[src/rtl/bot_if_pkg.sv]
// rtl/bot_if_pkg.sv - shared constants and types for the multi-bot KCPSM6 interface
package bot_if_pkg;

    localparam int MAX_BOTS = 8;

    localparam logic [2:0] OFF_LOCX    = 3'd0;
    localparam logic [2:0] OFF_LOCY    = 3'd1;
    localparam logic [2:0] OFF_BOTINFO = 3'd2;
    localparam logic [2:0] OFF_SENSORS = 3'd3;
    localparam logic [2:0] OFF_LMDIST  = 3'd4;
    localparam logic [2:0] OFF_RMDIST  = 3'd5;
    localparam logic [2:0] OFF_RSVD    = 3'd6;
    localparam logic [2:0] OFF_MOTCTL  = 3'd7;

    localparam logic [6:0] ST_PEND = 7'h40;
    localparam logic [6:0] ST_SRC  = 7'h41;
    localparam logic [6:0] ST_MASK = 7'h42;
    localparam logic [6:0] ST_CLR  = 7'h43;
    localparam logic [6:0] ST_OVR  = 7'h44;

    typedef enum logic {
        IRQ_IDLE = 1'b0,
        IRQ_REQ  = 1'b1
    } irq_state_e;

endpackage

[src/rtl/rr_arbiter.sv]
// rtl/rr_arbiter.sv - combinational round-robin pick of the first request at or after ptr
module rr_arbiter #(
    parameter int N = 2
) (
    input  logic [N-1:0] req,
    input  logic [2:0]   ptr,
    output logic [2:0]   grant,
    output logic         valid
);

    logic [3:0] sum;
    logic       hit;

    always_comb begin
        grant = 3'd0;
        valid = 1'b0;
        sum   = 4'd0;
        hit   = 1'b0;
        for (int k = 0; k < N; k++) begin
            sum = {1'b0, ptr} + 4'(k);
            if (sum >= 4'(N)) begin
                sum = sum - 4'(N);
            end
            hit = 1'b0;
            for (int j = 0; j < N; j++) begin
                if (sum == 4'(j)) begin
                    hit = req[j];
                end
            end
            if (!valid && hit) begin
                valid = 1'b1;
                grant = sum[2:0];
            end
        end
    end

endmodule

[src/rtl/multi_bot_if.sv]
// rtl/multi_bot_if.sv - KCPSM6 port-bus interface to NUM_BOTS RojoBot channels with round-robin IRQ
module multi_bot_if
    import bot_if_pkg::*;
#(
    parameter int         NUM_BOTS  = 2,
    parameter logic [7:0] BASE_PORT = 8'h00
) (
    input  logic                  clk,
    input  logic                  rst,
    input  logic [7:0]            PortID,
    input  logic [7:0]            DataIn,
    output logic [7:0]            DataOut,
    input  logic                  WriteStrobe,
    input  logic                  ReadStrobe,
    output logic                  Interrupt,
    input  logic                  InterruptAck,
    output logic [8*NUM_BOTS-1:0] MotCtl,
    input  logic [8*NUM_BOTS-1:0] LocX,
    input  logic [8*NUM_BOTS-1:0] LocY,
    input  logic [8*NUM_BOTS-1:0] BotInfo,
    input  logic [8*NUM_BOTS-1:0] Sensors,
    input  logic [8*NUM_BOTS-1:0] LMDist,
    input  logic [8*NUM_BOTS-1:0] RMDist,
    input  logic [NUM_BOTS-1:0]   BotInterrupt
);

    localparam logic [3:0] NB4 = 4'(NUM_BOTS);

    // Snapshot packs the six CSRs with LocX in the low byte so offset*8 selects the field.
    logic [47:0]         snap_q   [NUM_BOTS];
    logic [47:0]         snap_d   [NUM_BOTS];
    logic [7:0]          motctl_q [NUM_BOTS];
    logic [7:0]          motctl_d [NUM_BOTS];
    logic [7:0]          dataout_q, dataout_d;
    logic [7:0]          mask_q, mask_d;
    logic [7:0]          src_q, src_d;
    logic [NUM_BOTS-1:0] pend_q, pend_d;
    logic [NUM_BOTS-1:0] ovr_q, ovr_d;
    logic [2:0]          ptr_q, ptr_d;
    logic                hold_q, hold_d;
    irq_state_e          state_q, state_d;

    logic                in_win, wr_win;
    logic [2:0]          bot_idx, bot_off;
    logic [NUM_BOTS-1:0] clr_bits, gclr, req;
    logic [2:0]          gnt;
    logic                gnt_vld;
    logic [3:0]          gnt_inc;
    logic                unused_rd;

    assign unused_rd = ReadStrobe;
    assign in_win    = (PortID[7] == BASE_PORT[7]);
    assign wr_win    = WriteStrobe && in_win;
    assign bot_idx   = PortID[5:3];
    assign bot_off   = PortID[2:0];
    assign req       = pend_q & mask_q[NUM_BOTS-1:0];
    assign gnt_inc   = {1'b0, gnt} + 4'd1;

    rr_arbiter #(.N(NUM_BOTS)) u_arb (
        .req   (req),
        .ptr   (ptr_q),
        .grant (gnt),
        .valid (gnt_vld)
    );

    always_comb begin
        dataout_d = 8'h00;
        if (in_win) begin
            if (!PortID[6]) begin
                for (int i = 0; i < NUM_BOTS; i++) begin
                    if (bot_idx == 3'(i)) begin
                        if (bot_off == OFF_MOTCTL) begin
                            dataout_d = motctl_q[i];
                        end else if (bot_off != OFF_RSVD) begin
                            dataout_d = snap_q[i][{bot_off, 3'b000} +: 8];
                        end
                    end
                end
            end else begin
                case (PortID[6:0])
                    ST_PEND: dataout_d = 8'(pend_q);
                    ST_SRC:  dataout_d = src_q;
                    ST_MASK: dataout_d = mask_q;
                    ST_OVR:  dataout_d = 8'(ovr_q);
                    default: dataout_d = 8'h00;
                endcase
            end
        end
    end

    always_comb begin
        for (int i = 0; i < NUM_BOTS; i++) begin
            motctl_d[i] = motctl_q[i];
            if (wr_win && !PortID[6] && bot_idx == 3'(i) && bot_off == OFF_MOTCTL) begin
                motctl_d[i] = DataIn;
            end
            snap_d[i] = snap_q[i];
            if (BotInterrupt[i]) begin
                snap_d[i] = {RMDist[8*i +: 8], LMDist[8*i +: 8], Sensors[8*i +: 8],
                             BotInfo[8*i +: 8], LocY[8*i +: 8], LocX[8*i +: 8]};
            end
            MotCtl[8*i +: 8] = motctl_q[i];
        end
        mask_d   = (wr_win && PortID[6:0] == ST_MASK) ? DataIn : mask_q;
        clr_bits = (wr_win && PortID[6:0] == ST_CLR) ? DataIn[NUM_BOTS-1:0] : '0;
    end

    // hold_q keeps the line low for a second cycle after every ack.
    always_comb begin
        state_d = state_q;
        src_d   = src_q;
        ptr_d   = ptr_q;
        hold_d  = 1'b0;
        gclr    = '0;
        case (state_q)
            IRQ_IDLE: begin
                if (|req && !hold_q) begin
                    state_d = IRQ_REQ;
                end
            end
            IRQ_REQ: begin
                if (InterruptAck) begin
                    state_d = IRQ_IDLE;
                    hold_d  = 1'b1;
                    if (gnt_vld) begin
                        src_d = {1'b1, 4'b0000, gnt};
                        ptr_d = (gnt_inc == NB4) ? 3'd0 : gnt_inc[2:0];
                        for (int i = 0; i < NUM_BOTS; i++) begin
                            gclr[i] = (gnt == 3'(i));
                        end
                    end else begin
                        src_d = 8'h00;
                    end
                end
            end
            default: state_d = IRQ_IDLE;
        endcase
        pend_d = (pend_q & ~clr_bits & ~gclr) | BotInterrupt;
        ovr_d  = (ovr_q & ~clr_bits) | (BotInterrupt & pend_q);
    end

    always_ff @(posedge clk or negedge rst) begin
        if (!rst) begin
            for (int i = 0; i < NUM_BOTS; i++) begin
                snap_q[i]   <= '0;
                motctl_q[i] <= '0;
            end
            dataout_q <= '0;
            mask_q    <= '0;
            src_q     <= '0;
            pend_q    <= '0;
            ovr_q     <= '0;
            ptr_q     <= '0;
            hold_q    <= 1'b0;
            state_q   <= IRQ_IDLE;
        end else begin
            for (int i = 0; i < NUM_BOTS; i++) begin
                snap_q[i]   <= snap_d[i];
                motctl_q[i] <= motctl_d[i];
            end
            dataout_q <= dataout_d;
            mask_q    <= mask_d;
            src_q     <= src_d;
            pend_q    <= pend_d;
            ovr_q     <= ovr_d;
            ptr_q     <= ptr_d;
            hold_q    <= hold_d;
            state_q   <= state_d;
        end
    end

    assign DataOut   = dataout_q;
    assign Interrupt = (state_q == IRQ_REQ);

endmodule

[config.mk]
export PLATFORM = sky130hd
export DESIGN_NAME = multi_bot_if
export DESIGN_NICKNAME = d
export VERILOG_FILES = /design/src/rtl/bot_if_pkg.sv /design/src/rtl/rr_arbiter.sv /design/src/rtl/multi_bot_if.sv
export SDC_FILE = /design/constraint.sdc
export NUM_CORES = 1
export LEC_CHECK = 0
export CORE_ASPECT_RATIO = 1.5
export CORE_UTILIZATION = 51
export DETAILED_ROUTE_END_ITERATION = 10
export GPL_TIMING_DRIVEN = 0
export PLACE_DENSITY = 0.84
export SKIP_LAST_GASP = 1
export SLEW_MARGIN = 20
export SYNTH_ARGS = -nofsm -noshare
export SYNTH_HDL_FRONTEND = slang
export SYNTH_SLANG_ARGS = --single-unit
export TNS_END_PERCENT = 1
[constraint.sdc]
create_clock -name clk -period 2.8 [get_ports clk]
set_input_delay 0.42 -clock clk [delete_from_list [all_inputs] [get_ports clk]]
set_output_delay 0.42 -clock clk [all_outputs]
set_load 0.03 [all_outputs]
==> results.sh, run 1 <==
export IMPL_drive_gt1_frac=0.300
export IMPL_portBuffers=137
export IMPL_core_area_um2=12500
export IMPL_synthTopCellsByArea="dfrtp_1 54%, mux2_2 23%, mux4_2 4.8%"
export IMPL_dp_hpwl_mm=12.6
export IMPL_hp_class="in -> reg"
export IMPL_power_density_nw_per_um2=639
export IMPL_worst_path_largest_cell_delay_ns=0.48
export IMPL_gp_congestion=0.956
export IMPL_criticalPathCategory="reg -> reg"
export IMPL_cts_root_buf="clkbuf_16"
export IMPL_max_slew_margin=0.520
export IMPL_clk_pin_slew_ns=0.06
export IMPL_outcome="finished clean"
export IMPL_setup_viol=0
export IMPL_drt_total_wl_mm=17.5
export IMPL_synth_top_area_share=0.537
export IMPL_antenna_found_initial=0
export IMPL_final_setup_tns_ns=0
export IMPL_dieArea_um2=13400
export IMPL_switchingPower_mw=1.34
export IMPL_p_clk_frac=0.435
export IMPL_p_leak_nw=3.75
export IMPL_hold_viol_final=0
export IMPL_setup_ws_ns=0.201
export IMPL_nNetsFinal=763
export IMPL_max_clock_path_buffers=2
export IMPL_grt_max_degree=80
export IMPL_rows=50
export IMPL_worst_path_most_repeated_cell="ha_1"
export IMPL_overflow=0
export IMPL_drtIter0Drc=354
export IMPL_top_layer_used="met4"
export IMPL_nFillCells=890
export IMPL_wl_met3_um=918
export IMPL_place_area_um2=8180
export IMPL_setup_worst_path_start_class="register"
export IMPL_ys_flop_type="dfrtp_1"
export IMPL_slowest_stage="dfrtp_1"
export IMPL_area_growth_pct=34.6
export IMPL_finalCritPeriodShare=0.928
export IMPL_vias_per_cell=5.92
export IMPL_vias=4771
export IMPL_die_h_um=141
export IMPL_power_mw=5.65
export IMPL_endpoint_kind="register"
export IMPL_wl_per_cell_um=21.8
export IMPL_clk_latency_ns=0.41
export IMPL_ys_seq_area_frac=0.537
export IMPL_timing_fmax_ghz=0.385
export IMPL_synth_async_reset_ratio=1.00
export IMPL_cts_tree="built"
export IMPL_finClkSkew_ns=0.00592
export IMPL_synth_distinct_cells=51
export IMPL_ios=144
export IMPL_ir_worst_vdd_mv=0.465
export IMPL_grt_pass1_vias=5218
export IMPL_cts_max_level=4
export IMPL_synth_edf_count=0
export IMPL_p_comb_frac=0.151
export IMPL_synth_area_um2=6570
export IMPL_met1_length_mm=6.47
export IMPL_dpl_worst_slack_ns=-0.0787
export IMPL_slew_viol_final=0
export IMPL_synth_ff_latch_count=141
export IMPL_pwr_share_seq=0.414
export IMPL_critPathRequiredTime_ns=3.10
export IMPL_gr_usage_all_layers=0.282
export IMPL_antenna_left=0
export IMPL_synth_cells=477
export IMPL_worst_slew_pin_slew_ns=0.702
export IMPL_syn_avg_cell_area_um2=13.8
export IMPL_yosysWarnings=0
export IMPL_wl_met2_mm=9.57
export IMPL_post_synth_top_area_cell="dfrtp_1"
export IMPL_cap_violations=0
export IMPL_diodes=0
export IMPL_initial_utilization=0.525
export IMPL_path_max_fanout=9
export IMPL_numCtsBuffers=17
export IMPL_grt_setup_unrepaired="false"
export IMPL_cts_num_sinks=141
export IMPL_post_cts_buffers=0
export IMPL_drc=0
export IMPL_fp_dieW_um=94.7
export IMPL_cp_cell_sequence="ha_1 > xnor2_1 > ha_1 > nand2b_1 > a21oi_1 > a21o_1 > a21boi_2 > inv_1 > ha_1 > inv_1 > o21ai_0 > a21oi_1 > mux2_2"
export IMPL_first_pass_iters=4
export IMPL_synth_commonest_cells="141 x dfrtp_1, 132 x mux2_2, 17 x nand2_1, 15 x a221oi_1, 15 x mux2i_1"
export IMPL_cp_num_buf_inv=2
export IMPL_grt_pass1_wl_mm=27.6
export IMPL_critPathArrivalTime_ns=2.90
export IMPL_post_synth_top_count_cell="dfrtp_1"
export IMPL_min_period_ns=2.60
export IMPL_internal_power_mw=4.31
export IMPL_utilization=0.707
export IMPL_path_delay_family="adder cells"
export IMPL_p_sw_frac=0.237
export IMPL_design_area_um2=8840
## path summary, 6_finish.rpt
path | from | endpoint | slack (ns) | cells past startpoint
setup reg to reg | ptr_q[0] | ptr_q[0] | 0.20 | 13
hold reg to reg | src_q[2] | src_q[2] | 0.49 | 1
max in group asynchronous | rst | MotCtl[9] | 1.53 | 3
min in group asynchronous | rst | snap_q[73] | 0.54 | 2
hold / removal | BotInterrupt[0] | snap_q[95] | 0.42 | 2
setup / recovery | ptr_q[0] | ptr_q[0] | 0.20 | 13
## power groups by stage
stage	combinational [mW]	sequential (mW)	clock (mW)
6_report	0.852	2.34	2.46
3_3_place_gp	0.808	2.35	0
2_1_floorplan	0.441	2.37	0
5_1_grt	0.915	2.36	2.56
3_5_place_dp	0.842	2.37	0
4_1_cts	0.853	2.34	2.47
## through the flow
stage | hold slack, ns | cells
2_1_floorplan | 0.124 | 479
3_3_place_gp | 0.471 | 772
3_5_place_dp | 0.393 | 773
4_1_cts | 0.411 | 806
5_1_grt | 0.446 | 806
6_report | 0.421 | 806
## cells by family after synthesis
kind of cell,count (synthesis),share of synthesized area
AO/OA/AOI/OAI,66,0.0720
XOR/XNOR,2,0.00267
adder cells (fa/ha/maj),7,0.0133
buffers and inverters,38,0.0270
flip-flops,141,0.537
multiplexers,161,0.297
other,2,0.00114
AND/OR/NAND/NOR,60,0.0497
## layer usage
layer / global-route usage / vias up
met5: 0 / -
met2: 0.495 / 206
met3: 0.0534 / 43
li1: - / 2088
met1: 0.325 / 2434
met4: 0.138 / 0
## final cells by class
| class | count | area [um2] | area share |
|---|---|---|---|
| sequential | 141 | 3530 | 0.399 |
| buffer | 28 | 140 | 0.0158 |
| clock inverter | 9 | 156 | 0.0177 |
| tap | 156 | 195 | 0.0221 |
| multi-input combinational | 300 | 2880 | 0.325 |
| inverter | 10 | 37.5 | 0.00424 |
| timing repair buffer | 139 | 1410 | 0.160 |
| clock buffer | 23 | 498 | 0.0563 |
## cells in the final DEF, fill, tap and decap left out, drive strengths merged, types with 6 or more instances in the layout
cell type	n
mux2i	15
mux4	14
inv	10
mux2	132
o21ai	8
buf	17
nor2	11
ha	7
clkbuf	36
a221oi	15
a21oi	14
dfrtp	141
nand2	18
clkdlybuf4s50	136
nor3	6
## repair_timing
action,CTS,global route
resized for setup,0,2
hold endpoints to repair,62,0
hold buffers,1,0
setup endpoints to repair,0,2
## flip-flops by register name, summed over array words and instances, names as in the netlist
signal	flops
pend_q	2
ptr_q	3
src_q	4
DataOut	8
Interrupt	1
hold_q	1
mask_q	8
ovr_q	2
MotCtl	16
snap_q	96
No activity file was read; power rests on OpenSTA's default activity.
==> run 2, diff against run 1 <==
--- a/config.mk
+++ b/config.mk
@@ -6,6 +6,7 @@
 export NUM_CORES = 1
 export LEC_CHECK = 0
 export CORE_ASPECT_RATIO = 1.5
+export CORE_MARGIN = 2
 export CORE_UTILIZATION = 51
 export DETAILED_ROUTE_END_ITERATION = 10
 export GPL_TIMING_DRIVEN = 0
==> constraint.sdc (replaced) <==
create_clock -name clk -period 2.9 [get_ports clk]
set_input_delay 0.435 -clock clk [delete_from_list [all_inputs] [get_ports clk]]
set_output_delay 0.435 -clock clk [all_outputs]
set_load 0.03 [all_outputs]
==> run 2 against run 1 <==
  * Global-route usage fell by 2.3 points
  * Non-clock buffer count stayed put
  * Total power is 6.4% lower
  * Critical path depth did not move
==> results.sh, run 2 (synthesis results as in run 1) <==
export IMPL_min_period_ns=2.66
export IMPL_hp_class="in -> reg"
export IMPL_finalCritPeriodShare=0.919
export IMPL_antenna_found_initial=0
export IMPL_startpoint="ptr_q[0]"
export IMPL_core_area_um2=12500
export IMPL_cts_root_buf="clkbuf_16"
export IMPL_rrSetupSlack_ns=0.24
export IMPL_cts_num_sinks=141
export IMPL_drtIter0Drc=239
export IMPL_portBuffers=137
export IMPL_drive_gt1_frac=0.292
export IMPL_antenna_left=0
export IMPL_setup_ws_ns=0.236
export IMPL_r2r_start="ptr_q[0]"
export IMPL_dp_hpwl_mm=13.0
export IMPL_timing_fmax_ghz=0.375
export IMPL_outcome="finished clean"
export IMPL_slew_viol_final=0
export IMPL_gr_usage_all_layers=0.259
export IMPL_cts_tree="built"
export IMPL_dieArea_um2=13800
export IMPL_wl_per_cell_um=21.8
export IMPL_clk_pin_slew_ns=0.06
export IMPL_numCtsBuffers=17
export IMPL_criticalPathCategory="reg -> reg"
export IMPL_grt_pass1_wl_mm=27.0
export IMPL_rows=50
export IMPL_cap_violations=0
export IMPL_ir_worst_vdd_mv=0.458
export IMPL_hold_start="BotInterrupt[1]"
export IMPL_clk_latency_ns=0.42
export IMPL_finClkSkew_ns=0.00694
export IMPL_largest_reg_flops=96
export IMPL_utilization=0.702
export IMPL_diodes=0
export IMPL_power_density_nw_per_um2=603
export IMPL_critPathRequiredTime_ns=3.20
export IMPL_power_mw=5.29
export IMPL_hold_viol_final=0
export IMPL_critPathArrivalTime_ns=2.96
export IMPL_grt_max_degree=95
export IMPL_p_leak_nw=3.72
export IMPL_post_cts_buffers=0
export IMPL_setup_viol=0
export IMPL_max_clock_path_buffers=2
export IMPL_endpoint_kind="register"
export IMPL_layout_commonest_cell="dfrtp_1"
export IMPL_die_h_um=143
export IMPL_drt_total_wl_mm=17.5
export IMPL_drc=0
export IMPL_final_cell_mix="141 x dfrtp_1, 136 x clkdlybuf4s50_1, 132 x mux2_2"
export IMPL_nNetsFinal=763
export IMPL_nFillCells=862
export IMPL_top_register="snap_q"
export IMPL_grt_pass1_vias=5074
export IMPL_final_setup_tns_ns=0
export IMPL_fp_dieW_um=96.7
export IMPL_cts_max_level=4
export IMPL_worst_slew_pin_slew_ns=0.808
export IMPL_gp_congestion=0.944
export IMPL_area_growth_pct=33.6
export IMPL_initial_utilization=0.525
export IMPL_vias=4731
export IMPL_max_slew_margin=0.447
export IMPL_dpl_worst_slack_ns=-0.00762
export IMPL_setup_worst_path_start_class="register"
export IMPL_first_pass_iters=4
export IMPL_path_max_fanout=9
export IMPL_ios=144
export IMPL_vias_per_cell=5.88
export IMPL_overflow=0
[run 2: critical path: stages, from the launching register on]
cell and delay, ns:
dfrtp_1 0.47, ha_1 0.29, xnor2_1 0.15, ha_1 0.30, nand2b_1 0.05, a21oi_1 0.13, a21o_1 0.20, a21boi_2 0.10
inv_1 0.14, ha_1 0.17, inv_1 0.04, o21ai_0 0.15, a21oi_1 0.06, mux2_2 0.29
[run 2: final timing paths]
check | to | depth (start not counted)
worst max-delay path | ptr_q[0] | 13
worst min-delay path | snap_q[0] | 2
worst max register to register | ptr_q[0] | 13
worst min register to register | src_q[1] | 1
max in group asynchronous | ptr_q[0] | 3
min in group asynchronous | snap_q[49] | 2
[run 2: stage by stage]
stage | hold slack, ns | instances | area, um2
2_1_floorplan | 0.139 | 479 | 6580
3_3_place_gp | 0.471 | 772 | 8140
3_5_place_dp | 0.363 | 773 | 8180
4_1_cts | 0.421 | 804 | 8770
5_1_grt | 0.433 | 804 | 8780
6_report | 0.430 | 804 | 8780
[run 2: final cells by class]
| type | instances | area, um2 | area share |
|---|---|---|---|
| Clock buffer | 22 | 444 | 0.0506 |
| Buffer | 28 | 140 | 0.0160 |
| Inverter | 10 | 37.5 | 0.00428 |
| Sequential cell | 141 | 3530 | 0.402 |
| Tap cell | 156 | 195 | 0.0222 |
| Timing Repair Buffer | 139 | 1410 | 0.161 |
| Multi-Input combinational cell | 300 | 2880 | 0.328 |
| Clock inverter | 8 | 143 | 0.0163 |
[run 2: power breakdown]
part | leakage, nW | internal [mW] | switching [mW] | total [mW]
sequential | 1.72 | 2.14 | 0.112 | 2.26
clock | 0.284 | 1.42 | 0.780 | 2.20
combinational | 1.72 | 0.461 | 0.367 | 0.828
[run 2: per-layer routing]
metal / vias to the layer above / track usage / routed length (um)
li1: 2091 / - / -
met1: 2387 / 0.284 / 6180
met2: 190 / 0.458 / 9380
met3: 63 / 0.0558 / 931
met4: 0 / 0.161 / 1020
met5: - / 0 / 0
[run 2: repair_timing]
| item | CTS | global route |
|---|---|---|
| hold buffers | 1 | 0 |
| hold endpoints to repair | 47 | 0 |
| setup endpoints to repair | 0 | 2 |
| resized for setup | 0 | 2 |
==> run 3, diff against run 2 <==
--- a/config.mk
+++ b/config.mk
@@ -5,6 +5,7 @@
 export SDC_FILE = /design/constraint.sdc
 export NUM_CORES = 1
 export LEC_CHECK = 0
+export ABC_CLOCK_PERIOD_IN_PS = 2900
 export CORE_ASPECT_RATIO = 1.5
 export CORE_MARGIN = 2
 export CORE_UTILIZATION = 51
==> results of run 3 <==
Same layout as run 2: the final DEF is identical, and so are final timing and power.
